===== config.mk =====
export PLATFORM = sky130hd
export DESIGN_NAME = jcount_decoder
export DESIGN_NICKNAME = d
export VERILOG_FILES = /design/src/rtl/jcount_decoder.sv
export SDC_FILE = /design/constraint.sdc
export NUM_CORES = 1
export LEC_CHECK = 0
export ABC_AREA = 1
export CAP_MARGIN = 20
export CORE_MARGIN = 4
export CORE_UTILIZATION = 40
export CTS_BUF_LIST = sky130_fd_sc_hd__clkbuf_2
export DETAILED_ROUTE_END_ITERATION = 6
export GPL_TIMING_DRIVEN = 1
export MAX_ROUTING_LAYER = met4
export PLACE_DENSITY = 0.61
export SLEW_MARGIN = 20
export SYNTH_ARGS = -nofsm -noshare
export SYNTH_HDL_FRONTEND = slang
export SYNTH_SLANG_ARGS = --single-unit

===== constraint.sdc =====
create_clock -name CLK -period 6.2 [get_ports CLK]
set_input_delay 1.24 -clock CLK [delete_from_list [all_inputs] [get_ports CLK]]
set_output_delay 1.24 -clock CLK [all_outputs]
set_load 0.005 [all_outputs]

===== src/rtl/jcount_decoder.sv =====
// jcount_decoder: samples an N-bit Johnson code and decodes it to an index and a
// one-hot vector. Each pair of consecutive samples gives a direction, which
// drives a signed net-step position count. Illegal codes and skipped states
// (jumps) are flagged with pulses and a sticky error bit.
module jcount_decoder #(
  parameter int N    = 4,
  parameter int IDXW = 3,
  parameter int PW   = 16
) (
  input  logic              CLK,
  input  logic              RESET,
  input  logic              CE,
  input  logic [N-1:0]      Q_IN,
  input  logic              CLR_ERR,
  output logic [IDXW-1:0]   INDEX,
  output logic [2*N-1:0]    ONEHOT,
  output logic              LOCKED,
  output logic              STEP,
  output logic              DIR_LEFT,
  output logic              JUMP,
  output logic              ILLEGAL,
  output logic              ERR,
  output logic [PW-1:0]     POS
);

  localparam int NS = 2 * N;

  // Number of legal states, held one bit wider than the index so that the
  // modular difference below can be formed without overflow.
  localparam logic [IDXW:0]   NS_W     = (IDXW+1)'(NS);
  localparam logic [IDXW:0]   NS_M1_W  = (IDXW+1)'(NS - 1);
  localparam logic [IDXW:0]   ONE_W    = {{IDXW{1'b0}}, 1'b1};
  localparam logic [IDXW:0]   ZERO_W   = {(IDXW+1){1'b0}};
  localparam logic [N-1:0]    ONE_N    = {{(N-1){1'b0}}, 1'b1};
  localparam logic [N-1:0]    ZERO_N   = {N{1'b0}};
  localparam logic [NS-1:0]   OH_ONE   = {{(NS-1){1'b0}}, 1'b1};
  localparam logic [NS-1:0]   OH_ZERO  = {NS{1'b0}};
  localparam logic [PW-1:0]   POS_ONE  = {{(PW-1){1'b0}}, 1'b1};
  localparam logic [PW-1:0]   POS_ZERO = {PW{1'b0}};

  typedef enum logic {
    ST_UNLOCKED = 1'b0,
    ST_LOCKED   = 1'b1
  } state_t;

  // A Johnson code is either all zeros, a run of ones anchored at bit 0, or a
  // run of ones anchored at the MSB. A run anchored at bit 0 has the property
  // that adding one clears every set bit (q & (q+1) == 0); the MSB-anchored
  // form is the same test applied to the inverted code.
  function automatic logic code_is_legal(input logic [N-1:0] q);
    logic [N-1:0] inv;
    logic         ok;
    inv = ~q;
    if (q == ZERO_N) begin
      ok = 1'b1;
    end else if (q[0]) begin
      ok = ((q & (q + ONE_N)) == ZERO_N);
    end else begin
      ok = ((inv & (inv + ONE_N)) == ZERO_N);
    end
    return ok;
  endfunction

  // Position in the left-going sequence: the count of ones for codes anchored
  // at bit 0 (including all-zero), otherwise 2N minus the count of ones.
  function automatic logic [IDXW-1:0] code_index(input logic [N-1:0] q);
    logic [IDXW:0] cnt;
    logic [IDXW:0] rev;
    logic [IDXW-1:0] idx;
    cnt = ZERO_W;
    for (int i = 0; i < N; i++) begin
      cnt = cnt + {{IDXW{1'b0}}, q[i]};
    end
    rev = NS_W - cnt;
    if (q[0] || (q == ZERO_N)) begin
      idx = cnt[IDXW-1:0];
    end else begin
      idx = rev[IDXW-1:0];
    end
    return idx;
  endfunction

  state_t            state_r;
  logic [IDXW-1:0]   index_r;
  logic [NS-1:0]     onehot_r;
  logic              locked_r;
  logic              step_r;
  logic              dir_left_r;
  logic              jump_r;
  logic              illegal_r;
  logic              err_r;
  logic [PW-1:0]     pos_r;

  logic              sample_legal_s;
  logic [IDXW-1:0]   sample_k_s;
  logic [IDXW:0]     sum_s;
  logic [IDXW:0]     diff_s;
  logic              ev_left_s;
  logic              ev_right_s;
  logic              ev_jump_s;
  logic              ev_illegal_s;

  // Decode the incoming sample and form d = (k - INDEX) mod 2N.
  always_comb begin
    sample_legal_s = code_is_legal(Q_IN);
    sample_k_s     = code_index(Q_IN);
    sum_s          = {1'b0, sample_k_s} + NS_W - {1'b0, index_r};
    if (sum_s >= NS_W) begin
      diff_s = sum_s - NS_W;
    end else begin
      diff_s = sum_s;
    end
  end

  // Classify the current sample into at most one event; nothing happens
  // without CE, and an unlocked decoder only relocks on a legal sample.
  always_comb begin
    ev_left_s    = 1'b0;
    ev_right_s   = 1'b0;
    ev_jump_s    = 1'b0;
    ev_illegal_s = 1'b0;
    if (CE) begin
      if (!sample_legal_s) begin
        ev_illegal_s = 1'b1;
      end else if (state_r == ST_LOCKED) begin
        if (diff_s == ZERO_W) begin
          ev_left_s = 1'b0;
        end else if (diff_s == ONE_W) begin
          ev_left_s = 1'b1;
        end else if (diff_s == NS_M1_W) begin
          ev_right_s = 1'b1;
        end else begin
          ev_jump_s = 1'b1;
        end
      end else begin
        ev_left_s = 1'b0;
      end
    end else begin
      ev_left_s = 1'b0;
    end
  end

  // Lock state machine with all outputs registered; pulses default low.
  always_ff @(posedge CLK or posedge RESET) begin
    if (RESET) begin
      state_r    <= ST_UNLOCKED;
      index_r    <= {IDXW{1'b0}};
      onehot_r   <= OH_ZERO;
      locked_r   <= 1'b0;
      step_r     <= 1'b0;
      dir_left_r <= 1'b0;
      jump_r     <= 1'b0;
      illegal_r  <= 1'b0;
      pos_r      <= POS_ZERO;
    end else begin
      step_r    <= ev_left_s | ev_right_s;
      jump_r    <= ev_jump_s;
      illegal_r <= ev_illegal_s;
      if (CE) begin
        if (sample_legal_s) begin
          state_r  <= ST_LOCKED;
          locked_r <= 1'b1;
          index_r  <= sample_k_s;
          onehot_r <= OH_ONE << sample_k_s;
        end else begin
          // INDEX keeps the last good value so software can see where it broke.
          state_r  <= ST_UNLOCKED;
          locked_r <= 1'b0;
          onehot_r <= OH_ZERO;
        end
        if (ev_left_s) begin
          pos_r      <= pos_r + POS_ONE;
          dir_left_r <= 1'b1;
        end else if (ev_right_s) begin
          pos_r      <= pos_r - POS_ONE;
          dir_left_r <= 1'b0;
        end else begin
          pos_r      <= pos_r;
        end
      end else begin
        state_r <= state_r;
      end
    end
  end

  // Sticky error: a new error in the same cycle as a clear takes priority,
  // and the clear is honoured even when sampling is disabled.
  always_ff @(posedge CLK or posedge RESET) begin
    if (RESET) begin
      err_r <= 1'b0;
    end else if (ev_jump_s || ev_illegal_s) begin
      err_r <= 1'b1;
    end else if (CLR_ERR) begin
      err_r <= 1'b0;
    end else begin
      err_r <= err_r;
    end
  end

  assign INDEX    = index_r;
  assign ONEHOT   = onehot_r;
  assign LOCKED   = locked_r;
  assign STEP     = step_r;
  assign DIR_LEFT = dir_left_r;
  assign JUMP     = jump_r;
  assign ILLEGAL  = illegal_r;
  assign ERR      = err_r;
  assign POS      = pos_r;

endmodule


==> results.txt, run 1 <==
----------------------------------------------------
[STA]
  Final setup violating endpoints ... 0
  Final number of max-transition violations ... 0
  Actual transition at the worst max-transition pin ... 489.5 ps
  Aggregate negative setup slack ... 0 ps
  Post-Route Skew ... 19.91 ps
  Crit path time final ... 5649 ps
  Post-route worst setup slack ... 551.4 ps
  Final-report hold violation count ... 0
  Hold_ws ... 507.6 ps
  Worst max-slew margin expressed relative to the limit ... 67.02%
  Setup repair after global routing missed its margin ... no
  Final cycle utilization of the critical path ... 91.11%
  Fmax ... 177.0 MHz

[Worst setup path]
  Origin of the critical flop-to-flop path ... INDEX[0]
  Critical path origin ... Q_IN[1]
  Setup slack of the most critical reg-to-reg path ... 2900 ps
  Critical path required time ... 6560 ps
  Crit end category ... register
  R2r endpoint ... POS[8]
  Critical path launch point type ... primary input
  Length in cells of the worst reg-to-reg path ... 17
  Class of the most critical setup path ... in2reg
  Crit path max fanout ... 33
  Signal arrival time at the worst endpoint ... 6010 ps

[Yosys]
  Commonest register cell after synthesis ... sky130_fd_sc_hd__dfrtp_1
  Average cell area after synthesis ... 7.761 sq um
  Number of standard cells after synthesis ... 325
  Flops & latches, synth ... 33
  Async SR Flop Fraction ... 100.0%
  Number of distinct standard cells referenced by the synthesized netlist ... 28
  Post-Synthesis Cell Area ... 2522 sq um
  Part of the Yosys area used for sequential elements ... 32.74%
  Post-synth EDFFs ... 0
  Yosys top cell area share ... 32.74%
  Biggest area consumer among synthesized cells ... sky130_fd_sc_hd__dfrtp_1
  Most area-consuming cells after synthesis ... sky130_fd_sc_hd__dfrtp_1, sky130_fd_sc_hd__nand2_1, sky130_fd_sc_hd__ha_1, sky130_fd_sc_hd__nand3_1, sky130_fd_sc_hd__inv_1
  Count of yosys warnings during synthesis ... 0
  Nets in the synthesized netlist ... 359

[Final layout]
  Top library cells by usage in the layout, fill and taps aside ... sky130_fd_sc_hd__nand2_1, sky130_fd_sc_hd__inv_1, sky130_fd_sc_hd__clkdlybuf4s50_1
  Count of inserted antenna diode cells ... 0
  Fraction of final layout cells with drive strength greater than 1 ... 10.99%
  Post-layout util ... 51.04%
  Most common library cell in the layout ignoring fill and taps ... sky130_fd_sc_hd__nand2_1
  Final instance count without filler cells ... 448
  Post-synthesis to final-layout area growth ... 21.92%
  Layout net count ... 406
  Post-Layout Inst Area ... 3075 sq um

[CTS]
  Post-CTS setup-driven buffer insertion count ... 0
  Hold Buf Count CTS ... 0
  Number of buffers added by the clock tree synthesis step ... 5
  CTS sink count ... 33
  Gates resized, CTS repair ... 0
  Root Buffer Master ... sky130_fd_sc_hd__clkbuf_2
  CTS H-Tree Depth ... 2
  TritonCTS clock tree ... done
  Clock transition at the register clock pins on the worst setup and hold paths after CTS ... 210 ps
  Clk Latency, worst-skew pair ... 400 ps
  Max Root-Sink Buffers ... 2

[Detailed routing]
  Number of optimization iterations in the first detailed-route pass ... 4
  Initial DRC count ... 90
  Total routed wirelength ... 5.621 mm
  Vias post-DR ... 2157
  Detailed-route wire length per cell ... 12.55 um
  Remaining routing DRC violations ... 0
  Via density per instance ... 4.815
  Antenna Violating Nets Remaining ... 0

[Global route]
  Global-route congestion overflow total ... 0
  First-pass GRT wire length ... 9.570 mm
  Number of antenna violations at the first check in global routing ... 0
  Pin count of the biggest net entering global routing ... 34
  Total GRT Usage ... 16.44%
  Vias in the first global route ... 2052

[Power]
  Static Leak ... 1.637 nW
  Pwr Density ... 458.6 nW/um^2
  Design Power ... 1.410 mW
  Maximum vdd drop ... 0.2047 mV

[Hold path]
  Worst hold path startpoint ... DIR_LEFT
  Type of the tightest min-delay check ... reg2reg
  Number of cells on the worst hold path ... 2
  Worst Hold End ... DIR_LEFT

[Die]
  Initial Utilization ... 41.86%
  Horizontal die dimension ... 87.41 um
  Floorplan row count ... 28
  Total core area ... 6026 sq um
  Height of the die ... 87.41 um
  Overall die area ... 7641 sq um
  Total I/O pin count ... 41

[Run]
  Max-cap violations ... 0

[Run status]
  Run status ... finished clean

[Placed design]
  Cell Count Post-Placement ... 440
  Standard cell area after detailed placement ... 3004 sq um
  RD Place Congestion ... 0.9193
  Dpl hpwl ... 4.273 mm
  # port buffers ... 40
  Pre-CTS setup slack ... 102.3 ps

----------------------------------------------------
==> synthesized netlist by cell type (5+ instances only) <==
library cell,count
sky130_fd_sc_hd__nand2_1,91
sky130_fd_sc_hd__inv_1,40
sky130_fd_sc_hd__nand3_1,34
sky130_fd_sc_hd__dfrtp_1,33
sky130_fd_sc_hd__ha_1,23
sky130_fd_sc_hd__nor2_1,16
sky130_fd_sc_hd__o21ai_0,15
sky130_fd_sc_hd__a21oi_1,14
sky130_fd_sc_hd__nand2_2,11
sky130_fd_sc_hd__xor2_1,8
sky130_fd_sc_hd__nand2_4,5
==> layout make-up <==
type | instances | area, sq um
sequential | 33 | 825.8
fill | 594 | 2950
clock inverter | 3 | 46.29
clock buffer | 5 | 25.02
inverter | 44 | 165.2
tap | 75 | 93.84
multi-input combinational | 245 | 1496
timing repair buffer | 43 | 422.9
==> routing by layer <==
metal	global-route usage [%]	wire length, um	vias up
li1	-	-	1130
met1	21.37	2773	985
met2	26.16	2580	40
met3	3.027	219	2
met4	4.603	47	0
met5	-	0	-
==> critical path, cell delays in order <==
cell                              delay (ps)
sky130_fd_sc_hd__clkdlybuf4s50_1         590
sky130_fd_sc_hd__fa_1                    460
sky130_fd_sc_hd__ha_1                    190
sky130_fd_sc_hd__ha_1                    290
sky130_fd_sc_hd__inv_1                    40
sky130_fd_sc_hd__ha_1                    260
sky130_fd_sc_hd__inv_1                    50
sky130_fd_sc_hd__o21ai_0                 190
sky130_fd_sc_hd__fa_1                    460
sky130_fd_sc_hd__xnor2_1                 250
sky130_fd_sc_hd__inv_1                    80
sky130_fd_sc_hd__nand3_1                 110
sky130_fd_sc_hd__nand3_2                 100
sky130_fd_sc_hd__inv_2                   100
sky130_fd_sc_hd__nand2_8                 160
sky130_fd_sc_hd__ha_1                    390
sky130_fd_sc_hd__a21oi_1                 240
sky130_fd_sc_hd__o21ai_0                 120
sky130_fd_sc_hd__buf_4                   160
sky130_fd_sc_hd__a31oi_1                 210
sky130_fd_sc_hd__xnor2_1                 170
sky130_fd_sc_hd__nand2_2                  70
sky130_fd_sc_hd__nand2_2                  50
==> worst max-delay path by stage <==
| stage | slack (ps) | cells past startpoint | endpoint |
|---|---|---|---|
| 6_report | 550 | 23 | POS[8] |
| 5_1_grt | 150 | 25 | POS[14] |
| 4_1_cts | 570 | 26 | POS[14] |
| 3_5_place_dp | 100 | 25 | POS[14] |
| 3_3_place_gp | 250 | 23 | POS[8] |
| 2_1_floorplan | 880 | 25 | POS[14] |
==> cell families after synthesis <==
group / Yosys count / synth area share [%]
DFF: 33 / 32.74
and+or+nand+nor: 174 / 34.52
xor gates and xnor gates: 11 / 3.820
AOI/OAI and AO/OA: 34 / 7.193
buffers and inverters: 47 / 7.936
adders and majority gates: 26 / 13.79
==> power by group <==
group	internal (mW)	switching (mW)	leakage, nW	total [mW]
Combinational	0.404	0.529	1.16	0.933
Clock	0.0687	0.0891	0.0392	0.158
Sequential	0.271	0.0482	0.436	0.319
Total	0.744	0.666	1.64	1.41
==> state kept, by name, indices dropped and copies added, names as in the netlist <==
name      cells
DIR_LEFT      1
ERR           1
ILLEGAL       1
INDEX         3
JUMP          1
LOCKED        1
ONEHOT        8
POS          16
STEP          1
Note: power is estimated with default switching activity, not from simulation.
==> run 2: changes to the inputs <==
clock period = 5.25 ns   (was 6.2 ns; I/O delays follow)
==> run 2 against run 1 <==
Effect of this change:
- via count up 3.8%
- clock power up 17%
- cell count up 6.7%
- core utilization up 4.2 points
- worst hold slack worse by 6.7 ps
- final area up 8.2%
- first-iteration DRC count down 20%
- critical path depth up 4
- die area unchanged
- sequential cell count unchanged
- power up 28%
- critical endpoint is now POS[13]
- largest power group unchanged
==> results.txt, run 2 (same netlist as run 1, synthesis figures left out) <==
----------------------------------------------------
[Worst setup path]
  Origin of the critical flop-to-flop path ... INDEX[0]
  Worst-path cell with the longest stage delay ... sky130_fd_sc_hd__fa_1
  Cell count along the critical path ... 27 (+17%)
  Critical Path End ... POS[13]
  Critical path launch point type ... primary input
  Setup slack of the most critical reg-to-reg path ... 2230 ps (-670 ps)
  Signal arrival time at the worst endpoint ... 5270 ps (-740 ps)
  Critical path required time ... 5550 ps (-1010 ps)
  Length in cells of the worst reg-to-reg path ... 21 (+4)
  R2r endpoint ... POS[13]
  Class of the most critical setup path ... in2reg
  Crit path max fanout ... 22 (-33%)
  Most frequent cell on the critical path ... sky130_fd_sc_hd__nand2_1
  Family with the most delay on the worst path ... adder cells
  Largest stage delay, worst path ... 490 ps (-100 ps)
  Crit end category ... register
  Bufs and invs on worst path ... 6 (unchanged)
  Critical path origin ... Q_IN[0]

[Final layout]
  Fraction of final layout cells with drive strength greater than 1 ... 18.61% (+7.6 points)
  Total area of sequential cells ... 825.8 sq um (unchanged)
  Layout net count ... 436 (+7.4%)
  Max reg flops ... 16 (unchanged)
  Final instance count without filler cells ... 478 (+6.7%)
  Fillers ... 600 (+1.0%)
  Most common library cell in the layout ignoring fill and taps ... sky130_fd_sc_hd__nand2_1
  Post-Layout Inst Area ... 3327 sq um (+8.2%)
  Top library cells by usage in the layout, fill and taps aside ... sky130_fd_sc_hd__nand2_1, sky130_fd_sc_hd__inv_1, sky130_fd_sc_hd__clkdlybuf4s50_1
  Post-synthesis to final-layout area growth ... 31.89%
  Total area of multi-input combinational cells ... 1523 sq um (+1.8%)
  Count of inserted antenna diode cells ... 0 (unchanged)

[Detailed routing]
  Via density per instance ... 4.682 (-2.8%)
  Remaining routing DRC violations ... 0 (unchanged)
  Initial DRC count ... 72 (-20%)
  Total routed wirelength ... 5.660 mm (+0.69%)
  Detailed-route wire length per cell ... 11.84 um (-5.6%)
  Vias post-DR ... 2238 (+3.8%)
  Number of optimization iterations in the first detailed-route pass ... 4 (unchanged)
  Antenna Violating Nets Remaining ... 0 (unchanged)

[Run status]
  Run status ... finished clean

[Run]
  Max-cap violations ... 0 (unchanged)

[CTS]
  Hold Buf Count CTS ... 0 (unchanged)
  Clk Latency, worst-skew pair ... 410 ps (about the same)
  CTS sink count ... 33 (unchanged)
  Post-CTS setup-driven buffer insertion count ... 0 (unchanged)
  Clock transition at the register clock pins on the worst setup and hold paths after CTS ... 200 ps (about the same)
  Gates resized, CTS repair ... 0 (unchanged)
  Root Buffer Master ... sky130_fd_sc_hd__clkbuf_2
  CTS H-Tree Depth ... 2 (unchanged)
  Number of buffers added by the clock tree synthesis step ... 5 (unchanged)
  Max Root-Sink Buffers ... 2 (unchanged)
  TritonCTS clock tree ... done

[Die]
  Horizontal die dimension ... 87.41 um (unchanged)
  Floorplan row count ... 28 (unchanged)
  Total I/O pin count ... 41 (unchanged)
  Height of the die ... 87.41 um (unchanged)
  Overall die area ... 7641 sq um (unchanged)
  Total core area ... 6026 sq um (unchanged)
  Initial Utilization ... 41.86% (unchanged)

[STA]
  Final-report hold violation count ... 0 (unchanged)
  Aggregate negative setup slack ... 0 ps (unchanged)
  Post-route worst setup slack ... 282.3 ps (-269.2 ps)
  Final setup violating endpoints ... 0 (unchanged)
  Final number of max-transition violations ... 0 (unchanged)
  Hold_ws ... 500.9 ps (-6.730 ps)
  Final cycle utilization of the critical path ... 94.62%
  Post-Route Skew ... 24.05 ps (+4.142 ps)
  Fmax ... 201.3 MHz
  Actual transition at the worst max-transition pin ... 441.7 ps (-47.80 ps)
  Worst max-slew margin expressed relative to the limit ... 70.55% (+3.5 points)
  Crit path time final ... 4968 ps

[Global route]
  Pin count of the biggest net entering global routing ... 34 (unchanged)
  First-pass GRT wire length ... 10.05 mm (+5.0%)
  Number of antenna violations at the first check in global routing ... 0 (unchanged)
  Total GRT Usage ... 16.94% (+0.50 points)
  Global-route congestion overflow total ... 0 (unchanged)
  Vias in the first global route ... 2213 (+7.8%)

[Placed design]
  Standard cell area after detailed placement ... 3229 sq um (+7.5%)
  Dpl hpwl ... 4.390 mm (+2.7%)
  RD Place Congestion ... 0.8504 (-7.5%)
  Pre-CTS setup slack ... -296.1 ps (-398.4 ps)
  Cell Count Post-Placement ... 470 (+6.8%)
  # port buffers ... 40 (unchanged)

[Power]
  Static Leak ... 1.782 nW (+8.9%)
  Pwr Density ... 544.1 nW/um^2 (+19%)
  Maximum vdd drop ... 0.2224 mV (+8.6%)

[Hold path]
  Worst hold path startpoint ... DIR_LEFT
  Type of the tightest min-delay check ... reg2reg

----------------------------------------------------
## run 2: layout make-up
cell class / instances / share of cell area (%)
Timing Repair Buffer: 73 / 19.48
Multi-Input combinational cell: 245 / 45.77
Tap cell: 75 / 2.821
Clock buffer: 5 / 0.7522
Clock inverter: 3 / 1.392
Inverter: 44 / 4.964
Sequential cell: 33 / 24.82
## run 2: worst min-delay path by stage
| stage | to | slack [ps] | cells past startpoint |
|---|---|---|---|
| after global routing | ONEHOT[2] | 530 | 2 |
| after global placement | DIR_LEFT | 460 | 2 |
| final | DIR_LEFT | 500 | 2 |
| after detailed placement | DIR_LEFT | 460 | 2 |
| after CTS | DIR_LEFT | 500 | 2 |
| after floorplan | DIR_LEFT | 470 | 2 |
## run 2: worst register-to-register path, cell delays in order, from the launching register on
cell and delay, ps:
sky130_fd_sc_hd__dfrtp_1 430, sky130_fd_sc_hd__ha_1 160, sky130_fd_sc_hd__inv_1 50, sky130_fd_sc_hd__fa_2 340
sky130_fd_sc_hd__xnor2_2 190, sky130_fd_sc_hd__inv_1 70, sky130_fd_sc_hd__nand3_1 100, sky130_fd_sc_hd__nand3_2 100
sky130_fd_sc_hd__inv_2 100, sky130_fd_sc_hd__nand2_8 120, sky130_fd_sc_hd__buf_4 190, sky130_fd_sc_hd__ha_1 270
sky130_fd_sc_hd__nand2_1 50, sky130_fd_sc_hd__nand2_1 90, sky130_fd_sc_hd__and2_1 150, sky130_fd_sc_hd__nand3_1 80
sky130_fd_sc_hd__nand3_1 120, sky130_fd_sc_hd__nand2_1 100, sky130_fd_sc_hd__nand2_1 70, sky130_fd_sc_hd__nand2_1 40
sky130_fd_sc_hd__nand3_1 70, sky130_fd_sc_hd__nand2_1 50
## run 2: metal layers
| metal | wire (um) | global-route usage (%) | share of wire (%) | vias up |
|---|---|---|---|---|
| met5 | 0 | - | 0 | - |
| met4 | 70 | 5.160 | 1.2 | 0 |
| met3 | 177 | 2.838 | 3.1 | 7 |
| met2 | 2573 | 26.30 | 45 | 35 |
| met1 | 2839 | 22.59 | 50 | 1006 |
| li1 | - | - | - | 1190 |
## run 2: stage by stage
stage                     total power, mW  utilization (%)
final                               1.810            55.21
after global routing                2.010            55.21
after CTS                           1.809            54.78
after detailed placement            1.615            53.59
after global placement              1.605            53.59
after floorplan                     1.165                -
## run 2: power breakdown
part | switching (mW) | internal (mW)
Combinational | 0.647 | 0.598
Sequential | 0.0601 | 0.320
Clock | 0.104 | 0.0811
